[src/rtl/mem0_token_injector.sv]
// mem0_token_injector
// Clocked token source feeding the Mem0 C-element stage. A START command
// asks for NUM_TOKENS tokens. Each token is one four-phase return-to-zero
// handshake on SENDOUT/ACKIN, with DOUT as bundled data. The first token
// carries DATA_IN and each following token carries the previous value + 1.
// ACKIN is asynchronous to CP and is synchronised before any decision uses it.
module mem0_token_injector #(
  parameter int DATA_W      = 8,
  parameter int CNT_W       = 8,
  parameter int SYNC_STAGES = 2   // must be at least 2
) (
  input  logic              CP,
  input  logic              RESETN,
  input  logic              START,
  input  logic [CNT_W-1:0]  NUM_TOKENS,
  input  logic [DATA_W-1:0] DATA_IN,
  output logic              SENDOUT,
  input  logic              ACKIN,
  output logic [DATA_W-1:0] DOUT,
  output logic              BUSY,
  output logic              DONE,
  output logic [CNT_W-1:0]  INJECTED
);

  // IDLE  : waiting for a command
  // SETUP : bundling margin; DOUT settles while SENDOUT is low
  // REQ   : SENDOUT high, waiting for the acknowledge to rise
  // RTZ   : SENDOUT low, waiting for the acknowledge to fall
  typedef enum logic [1:0] {
    IDLE  = 2'd0,
    SETUP = 2'd1,
    REQ   = 2'd2,
    RTZ   = 2'd3
  } state_t;

  state_t              state_q, state_d;
  logic                sendout_q, sendout_d;
  logic [DATA_W-1:0]   dout_q, dout_d;
  logic                done_q, done_d;
  logic [CNT_W-1:0]    injected_q, injected_d;
  logic [CNT_W-1:0]    remaining_q, remaining_d;

  logic [SYNC_STAGES-1:0] ack_sync;
  logic                   ack_s;

  // Synchroniser chain for the asynchronous acknowledge.
  // Every decision uses only the last flop of the chain.
  always_ff @(posedge CP) begin
    // NOTE: sequential state uses non-blocking assignments so that every flop
    // samples values from before the edge. Blocking assignments here would
    // collapse the chain into a single flop.
    if (!RESETN) begin
      ack_sync <= '0;
    end else begin
      ack_sync <= {ack_sync[SYNC_STAGES-2:0], ACKIN};
    end
  end

  assign ack_s = ack_sync[SYNC_STAGES-1];

  // State register and registered outputs. The reset is synchronous only.
  always_ff @(posedge CP) begin
    if (!RESETN) begin
      state_q     <= IDLE;
      sendout_q   <= 1'b0;
      dout_q      <= '0;
      done_q      <= 1'b0;
      injected_q  <= '0;
      remaining_q <= '0;
    end else begin
      state_q     <= state_d;
      sendout_q   <= sendout_d;
      dout_q      <= dout_d;
      done_q      <= done_d;
      injected_q  <= injected_d;
      remaining_q <= remaining_d;
    end
  end

  // Next-state logic and next values for the registered outputs.
  always_comb begin
    // NOTE: each signal gets a default before the case statement. A signal
    // that is left unassigned on some path would otherwise infer a latch.
    state_d     = state_q;
    sendout_d   = sendout_q;
    dout_d      = dout_q;
    done_d      = 1'b0;
    injected_d  = injected_q;
    remaining_d = remaining_q;

    unique case (state_q)
      IDLE: begin
        sendout_d = 1'b0;
        if (START) begin
          injected_d = '0;
          if (NUM_TOKENS != '0) begin
            dout_d      = DATA_IN;
            remaining_d = NUM_TOKENS;
            state_d     = SETUP;
          end else begin
            // An empty command completes at once and no request is raised.
            done_d = 1'b1;
          end
        end
      end

      SETUP: begin
        // A stale acknowledge can still be high here, for example after a
        // reset in the middle of a handshake. Hold the request back until
        // the acknowledge has dropped.
        sendout_d = 1'b0;
        if (!ack_s) begin
          sendout_d = 1'b1;
          state_d   = REQ;
        end
      end

      REQ: begin
        sendout_d = 1'b1;
        if (ack_s) begin
          sendout_d = 1'b0;
          if (injected_q != '1) begin
            injected_d = injected_q + CNT_W'(1);
          end
          state_d = RTZ;
        end
      end

      RTZ: begin
        sendout_d = 1'b0;
        if (!ack_s) begin
          if (remaining_q == CNT_W'(1)) begin
            done_d  = 1'b1;
            state_d = IDLE;
          end else begin
            // Change the data only once the handshake has fully returned to
            // zero, so the bundled data never moves under a live request.
            remaining_d = remaining_q - CNT_W'(1);
            dout_d      = dout_q + DATA_W'(1);
            state_d     = SETUP;
          end
        end
      end

      default: begin
        sendout_d = 1'b0;
        state_d   = IDLE;
      end
    endcase
  end

  assign SENDOUT  = sendout_q;
  assign DOUT     = dout_q;
  assign DONE     = done_q;
  assign INJECTED = injected_q;
  assign BUSY     = (state_q != IDLE);

endmodule
[config.mk]
export PLATFORM = sky130hd
export DESIGN_NAME = mem0_token_injector
export DESIGN_NICKNAME = d
export VERILOG_FILES = /design/src/rtl/mem0_token_injector.sv
export SDC_FILE = /design/constraint.sdc
export NUM_CORES = 1
export LEC_CHECK = 0
export CAP_MARGIN = 40
export CORE_AREA = 4 4 75 77
export CTS_BUF_LIST = sky130_fd_sc_hd__clkbuf_4 sky130_fd_sc_hd__clkbuf_8 sky130_fd_sc_hd__clkbuf_16
export CTS_CLUSTER_DIAMETER = 50
export DETAILED_ROUTE_END_ITERATION = 10
export DIE_AREA = 0 0 79 81
export SLEW_MARGIN = 0
export SYNTH_ARGS = -nofsm -noshare
export SYNTH_HDL_FRONTEND = slang
export SYNTH_SLANG_ARGS = --single-unit
[constraint.sdc]
create_clock -name CP -period 5.2 [get_ports CP]
set_clock_uncertainty 0.1 [all_clocks]
set_input_delay 1.3 -clock CP [delete_from_list [all_inputs] [get_ports CP]]
set_output_delay 1.3 -clock CP [all_outputs]
set_load 0.1 [all_outputs]
==> results.md <==
* Non-Filler Instances at roughly 350
* Synth warn at 0
* Clock root cell: clkbuf_8
* Core Rows at 26
* CP Max Fanout at 16
* PortBufs at 38
* EDFF count, synth at 0
* Critical path type: primary input to flop
* Sequential element share of the synthesized area at 31.4%
* Yosys top cell area share at 31.4%
* Boundary Pins at 39
* Clock sink count at 30
* CTS buffer count at 5
* CP Cell Sequence: clkdlybuf4s50_1, or4_4, o31ai_4, nor2_2, a31o_1
* H-Tree Depth at 2
* Transition time of the tightest slew-check pin at 900 ps
* Reg-to-Reg Start: state_q[0]
* Post-synthesis cell area at between 1500 and 2000 um2
* Layout cells sized above 1 at 16.2%
* Routed via count at 2007
* Post-Route WL at 5.52 mm
* Syn_nets at roughly 250
* Final Cycle Share at roughly two thirds
* Resized cells post-CTS at 0
* HP Start: ack_sync[0]
* Slew headroom at roughly two fifths
* Avg Inst Size Synth at 8.51 um2
* Fin crit period at roughly 3400 ps
* Worst Setup SP: NUM_TOKENS[7]
* HP Class: flop to flop
* Clk buf depth at 2
* CP Data Required Time at 5270 ps
* Clock Latency Late Sink at between 200 and 300 ps
* Post-DRT Antenna Nets at 0
* Die height at a little over 80 um
* Mean number of vias per cell at around 5.8
* Slowest-stage cell, CP: o31ai_4
* Cell leakage power at 0.979 nW
* # setup viols final at 0
* CTS tree: built
* Unrepaired setup endpoints after global routing: no
* Status: completed
* WP data arrival at 3490 ps
* Gpl congestion at 0.875
* DRC viols at 0
* Peak supply drop at around 0.4 mV
* Max-slew violation count at 0
* Hold Buf Count CTS at 0
* Critical Path End Type: flop
* Initial antenna violation count at 0
* Vias in the first global route at 1911
* Predominant post-synthesis flop cell: dfxtp_1
* Drt wl/cell at 15.9 um
* Crit path largest cell delay at 690 ps
* Placeable Area at 5010 um2
* Synth area leader: dfxtp_1
* First-pass GRT wire length at between 9 and 10 mm
* Die X at 79 um
* Post-DP HPWL at 3.80 mm
* Initial drt markers at 147
* Router iterations before antenna repair at 4
* Largest net degree at the start of global routing at 28
* All-layer global routing usage at 18.0%
* Die area at 6400 um2
* Post-synthesis cell type count at 60
* FMAX at about 300 MHz
* Area delta synth->final at 41.1%
* Placed insts at 340
* Clk slew on worst S/H paths at 70 ps
* Initial core utilization at 38.2%
* Aggregate global routing overflow at 0
* Post-synthesis register bit count at 30
* Max-Cap Viols at 0
* Pwr Density at 534 nW/um2
* Final TNS setup at 0 ps
* Synth area leaders: dfxtp_1 31%, ha_1 5.2%, a21oi_1 4.2%, nand3_1 3.4%, nand2_1 2.7%
* CP Launch Type: primary input
* Fin util at 54.0%
* Nets at 305
* Async SR Flop Fraction at 0%
* Postcts setup bufs at 0
* Synthesized instance count at between 200 and 250
* Ant diodes at 0
* Fin. Hold Viols at 0
-- path summary, 6_finish.rpt --
kind,to,slack [ps],cells after the start
hold / removal,ack_sync[1],340,1
setup reg to reg,DOUT[5],2510,6
hold reg to reg,ack_sync[1],340,1
setup / recovery,DOUT[5],1780,5
-- flip-flops by register name, summed over array words and instances (netlist names) --
register / count
DOUT: 8
INJECTED: 8
remaining_q: 8
ack_sync: 2
state_q: 2
DONE: 1
SENDOUT: 1
-- worst max-delay path: cells and delay by family --
family                 cells  cell delay, ps
AOI/OAI and AO/OA          2             950
buffers and inverters      1             480
and+or+nand+nor            2             760
-- metrics by stage --
step | cell area (um2) | setup slack, ps | hold slack, ps | power [mW]
6_report | 2700 | 1780 | 336 | 1.44
5_1_grt | 2700 | 1690 | 345 | 1.52
4_1_cts | 2700 | 1790 | 339 | 1.44
3_5_place_dp | 2610 | 1510 | 323 | 1.24
3_3_place_gp | 2320 | 1540 | 319 | 1.12
2_1_floorplan | 1920 | 2420 | 312 | 0.952
-- synthesized netlist by cell type, types with 3 or more instances --
library cell  instances
dfxtp_1              30
a21oi_1              16
nand2_1              14
nand3_1              13
nor2_1               10
inv_1                 9
ha_1                  8
nor3_1                8
o21ai_0               7
a31oi_1               6
o311ai_1              6
o31ai_1               6
clkbuf_1              5
or2_2                 5
mux2i_1               4
a211oi_1              3
a31o_1                3
buf_2                 3
nand4_1               3
nor2b_1               3
nor4_1                3
o2111ai_1             3
o21ai_1               3
-- cells by family after synthesis --
| family | Yosys count | synth area share [%] |
|---|---|---|
| compound gates | 81 | 32.5 |
| simple gates | 79 | 23.4 |
| flops | 30 | 31.4 |
| buf+inv | 23 | 5.49 |
| fa+ha+maj | 8 | 5.23 |
| mux | 4 | 2.09 |
-- layer usage --
layer  vias up  wire, um  track usage [%]  share of wire, %
li1        983         -                -                 -
met1       971      2500             21.4                45
met2        49      2740             32.3                50
met3         4       242             3.88               4.4
met4         0        34             5.33              0.62
met5         -         0                0                 0
-- power by group --
part / internal, mW / leakage, nW / total (mW) / switching, mW
clock: 0.112 / 0.0517 / 0.204 / 0.0917
combinational: 0.305 / 0.682 / 0.872 / 0.567
sequential: 0.291 / 0.246 / 0.368 / 0.0770
total: 0.708 / 0.979 / 1.44 / 0.736
-- cells in the final DEF (no fill, tap or decap), types with 3 or more instances in the layout --
master,synthesis,routed
clkdlybuf4s50_1,0,38
dfxtp_1,30,30
buf_8,0,19
a21oi_1,16,16
nand2_1,14,14
nand3_1,13,13
nor2_1,10,10
inv_1,9,9
nor3_1,8,8
ha_1,8,8
o21ai_0,7,7
a31oi_1,6,6
o311ai_1,6,6
o31ai_1,6,6
clkbuf_8,0,6
or2_2,5,5
mux2i_1,4,4
a211oi_1,3,3
a31o_1,3,3
o21ai_1,3,3
o2111ai_1,3,3
nor4_1,3,3
nand4_1,3,3
nor2b_1,3,3
-- area by class of cell --
class	instances	area, um2
Clock inverter	1	5.00
Timing Repair Buffer	58	673
Inverter	10	37.5
Tap cell	70	87.6
Sequential cell	30	601
Multi-Input combinational cell	172	1210
Fill cell	476	2310
Clock buffer	7	90.1
No activity file was read; power rests on OpenSTA's default activity.
==> edit 1 (same settings) <==
Change the parameter `CNT_W` from 8 to 7.
--- a/src/rtl/mem0_token_injector.sv
+++ b/src/rtl/mem0_token_injector.sv
@@ -8,3 +8,3 @@
   parameter int DATA_W      = 8,
-  parameter int CNT_W       = 8,
+  parameter int CNT_W       = 7,
   parameter int SYNC_STAGES = 2   // must be at least 2
Interface: changed (resized INJECTED and NUM_TOKENS); port bits go from 39 to 37. No check against the original RTL was run, so the function may have changed too.
==> edit 1 against the original RTL <==
Combinational power shrank 4.4%; total power shrank 9.3%; hold slack gained 0.011 ns; largest power group unchanged; maximum frequency grew 4.6%; final area shrank 10%; synthesized area shrank 11%; sequential share of layout area grew 0.86 points; sequential cell count shrank 2; wire length shrank 21%; largest cell class unchanged; worst setup slack gained 0.15 ns.
==> edit 1: results (changes against the original RTL) <==
metric,value,unit,change
wl_per_cell,13.6,um,-14%
seq_power_share,25.7,%,+0.2 points
grt_max_degree,41,,+46%
fin_crit,3.27,ns,-0.150 ns
met2_usage,25.5,%,-6.8 points
numCtsBuffers,3,,-2
p_leak,0.000888,uW,-9.3%
holdWs,0.348,ns,+0.0114 ns
synth_common_cells,"28 x dfxtp_1, 19 x nand2_1, 12 x inv_1, 12 x nor2_1, 11 x nand3_1",,
cp_slowest_cell,clkdlybuf4s50_1,,
setup_slack,1.93,ns,+0.150 ns
p_sw,654,uW,-11%
fill_cells,505,,+6.1%
r2r_setup_slack,2.79,ns,+0.28 ns
htree_levels,1,,-1
yosysUniqueCellTypes,54,,-10%
synth_nets,231,,-8.7%
clkTransAtPathRegs,0.10,ns,+0.03 ns
cpPeakStageDelay,0.51,ns,-0.18 ns
dpl_cell_area,2370,sq um,-9.0%
place_congestion,0.741,,-15%
comb_power_share,63.7,%,+3.3 points
yosysSeqAreaShare,32.7,%,+1.4 points
met1_usage,19.2,%,-2.3 points
cp.arrival,1.87,ns,-1.62 ns
vias_per_cell,5.35,,-7.3%
drt_iter0_markers,97,,-34%
synth_area_per_cell,8.39,sq um,-1.4%
grtUsageMet3,1.88,%,-2.0 points
synth_area_leaders,"dfxtp_1 33%, ha_1 5.8%, nand2_1 4.2%",,
grt_pass1_wl,7840,um,-15%
dp_slack,1.61,ns,+0.0993 ns
grt_pass1_vias,1655,,-13%
syn_area,1710,sq um,-11%
ctsHoldBuffers,0,,unchanged
status,"complete, no violations",,
nNetsFinal,279,,-8.5%
met2_length,2080,um,-24%
dp_cells,317,,-6.8%
relSlewSlack,50.7,%,+11 points
met3_wirelength,229,um,-5.4%
drt-total-wl,4380,um,-21%
drt-met1-wl,2010,um,-20%
critPathMaxFanout,8,,-8
switching_share,49.9,%,-1.0 points
[edit 1: area by class of cell]
class                   instances  area [sq um]  area share [%]
inverters                      13          48.8            2.01
well taps                      70          87.6            3.60
repair buffers                 55           638            26.3
clock buffers                   4          55.1            2.27
flip-flops and latches         28           561            23.1
multi-input cells             151          1040            42.8
[edit 1: worst paths after layout]
| kind | end | from | cells past startpoint |
|---|---|---|---|
| setup / recovery | BUSY | state_q[0] | 5 |
| hold / removal | ack_sync[1] | ack_sync[0] | 1 |
| setup reg to reg | remaining_q[0] | state_q[0] | 6 |
| hold reg to reg | ack_sync[1] | ack_sync[0] | 1 |
[edit 1: kinds of logic (layout without fill, tap and decap cells)]
family / count (synthesis) / count (layout) / share of synthesized area (%)
compound gates: 61 / 61 / 27.6
flops: 28 / 28 / 32.7
fa+ha+maj: 8 / 8 / 5.85
mux: 7 / 7 / 4.31
simple gates: 75 / 75 / 23.0
buf+inv: 25 / 72 / 6.51
==> edit 2 (config.mk and constraints unchanged) <==
Made on the original files. `dout_q` no longer has a reset.
--- a/src/rtl/mem0_token_injector.sv
+++ b/src/rtl/mem0_token_injector.sv
@@ -65,3 +65,2 @@
       sendout_q   <= 1'b0;
-      dout_q      <= '0;
       done_q      <= 1'b0;
@@ -72,3 +71,2 @@
       sendout_q   <= sendout_d;
-      dout_q      <= dout_d;
       done_q      <= done_d;
@@ -77,2 +75,6 @@
     end
+  end
+
+  always_ff @(posedge CP) begin
+    dout_q <= dout_d;
   end
Behaviour: not the same (a bounded check fails within 4 cycles, from zero or initial values and one cycle with RESETN low).
==> edit 2 against the original RTL <==
Wire length shrank 18%; sequential share of layout area is 4.2 points higher; total power grew 5.3%; largest power group unchanged; worst setup slack improved by 0.14 ns; synthesized area fell by 6.6%; count of clock-buffer cells in the layout decreased by 2; sequential cell count stayed put; utilization decreased by 2.5 points; final area is 4.6% lower.
==> edit 2: results (changes against the original RTL) <==
metric,value,unit,change
numCtsBuffers,5,,unchanged
crit_family,buffers and inverters,,
cts_setup_buffers,0,,unchanged
antennaDiodeCount,0,,unchanged
cts_resized,0,,unchanged
cp.arrival,1.89,ns,-1.60 ns
fill_cells,492,,+3.4%
synth_area_leaders,"dfxtp_1 25%, edfxtp_1 13%, ha_1 5.6%",,
wl_per_cell,13.6,um,-14%
drt_iter0_markers,144,,-2.0%
critPathMaxFanout,7,,-9
finalMaxSlewViolations,0,,unchanged
vias,1754,,-13%
drtPass1Iterations,4,,unchanged
htree_levels,2,,unchanged
r2r_setup_slack,2.54,ns,+0.03 ns
cts_root_buffer,clkbuf_8,,
relSlewSlack,49.7,%,+9.9 points
cp_slowest_cell,clkdlybuf4s50_1,,
antenna_found_initial,0,,unchanged
grt_max_degree,23,,-18%
synth_edf_count,8,,+8
io_buffers,38,,unchanged
clock_latency,0.28,ns,about the same
dpl_cell_area,2500,sq um,-4.2%
dpl.hpwl,3310,um,-13%
status,"complete, no violations",,
p_leak,0.000967,uW,-1.3%
synth_common_cells,"22 x dfxtp_1, 17 x a21oi_1, 16 x nor2_1, 14 x inv_1, 12 x nand2_1",,
yosys_warnings,0,,unchanged
nNetsFinal,288,,-5.6%
cts_max_path_buffers,2,,unchanged
place_congestion,0.847,,-3.2%
holdWs,0.331,ns,-0.00476 ns
synthArstFlopShare,0,%,unchanged
synth_nets,235,,-7.1%
yosysUniqueCellTypes,49,,-18%
yosysSeqAreaShare,38.0,%,+6.7 points
peakVddDrop,0.368,mV,-11%
grt_pass1_wl,7700,um,-16%
grt_usage,15.0,%,-3.0 points
clkTransAtPathRegs,0.07,ns,about the same
cpPeakStageDelay,0.52,ns,-0.17 ns
hp-class,reg -> reg,,
grt_pass1_vias,1679,,-12%
drive_above_1_share,11.9,%,-4.3 points
[edit 2: final timing paths]
path         cells after the start   startpoint           to
max                              5   state_q[0]         BUSY
min                              1  ack_sync[0]  ack_sync[1]
max reg2reg                      6   state_q[0]      DOUT[3]
min reg2reg                      1  ack_sync[0]  ack_sync[1]
[edit 2: metal layers]
| layer | vias to the layer above | wire length, um | track usage (%) |
|---|---|---|---|
| li1 | 885 | - | - |
| met1 | 817 | 2170 | 20.1 |
| met2 | 46 | 2030 | 23.2 |
| met3 | 6 | 246 | 3.88 |
| met4 | 0 | 57 | 5.33 |
| met5 | - | 0 | 0 |
[edit 2: logic make-up (layout without fill, tap and decap cells)]
group / after synthesis / count (layout) / synth area share (%)
xor gates and xnor gates: 6 / 6 / 2.94
buffers and inverters: 27 / 81 / 6.64
and+or+nand+nor: 80 / 80 / 24.1
DFF: 30 / 30 / 38.0
muxes: 2 / 2 / 1.19
AOI/OAI and AO/OA: 54 / 54 / 21.5
adders and majority gates: 8 / 8 / 5.59
[edit 2: power by group]
part / total [uW] / internal [uW] / switching (uW)
Sequential: 387 / 323 / 63.6
Clock: 176 / 89.1 / 86.4
Combinational: 958 / 349 / 609
[edit 2: per-stage QoR]
stage	utilization, %	std cells	worst slack (ns)
after floorplan	-	207	2.45
after global placement	43.7	302	1.82
after detailed placement	49.9	323	1.80
after CTS	51.5	331	1.91
after global routing	51.5	331	1.82
final	51.5	331	1.91
[edit 2: cell type report]
cell class                 count  area [sq um]  area share, %
clock buffer                   5          68.8           2.67
clock inverter                 3          11.3          0.437
inverter                      14          52.6           2.04
multi-input combinational    150           990           38.4
sequential                    30           681           26.4
tap                           70          87.6           3.40
timing repair buffer          59           688           26.7
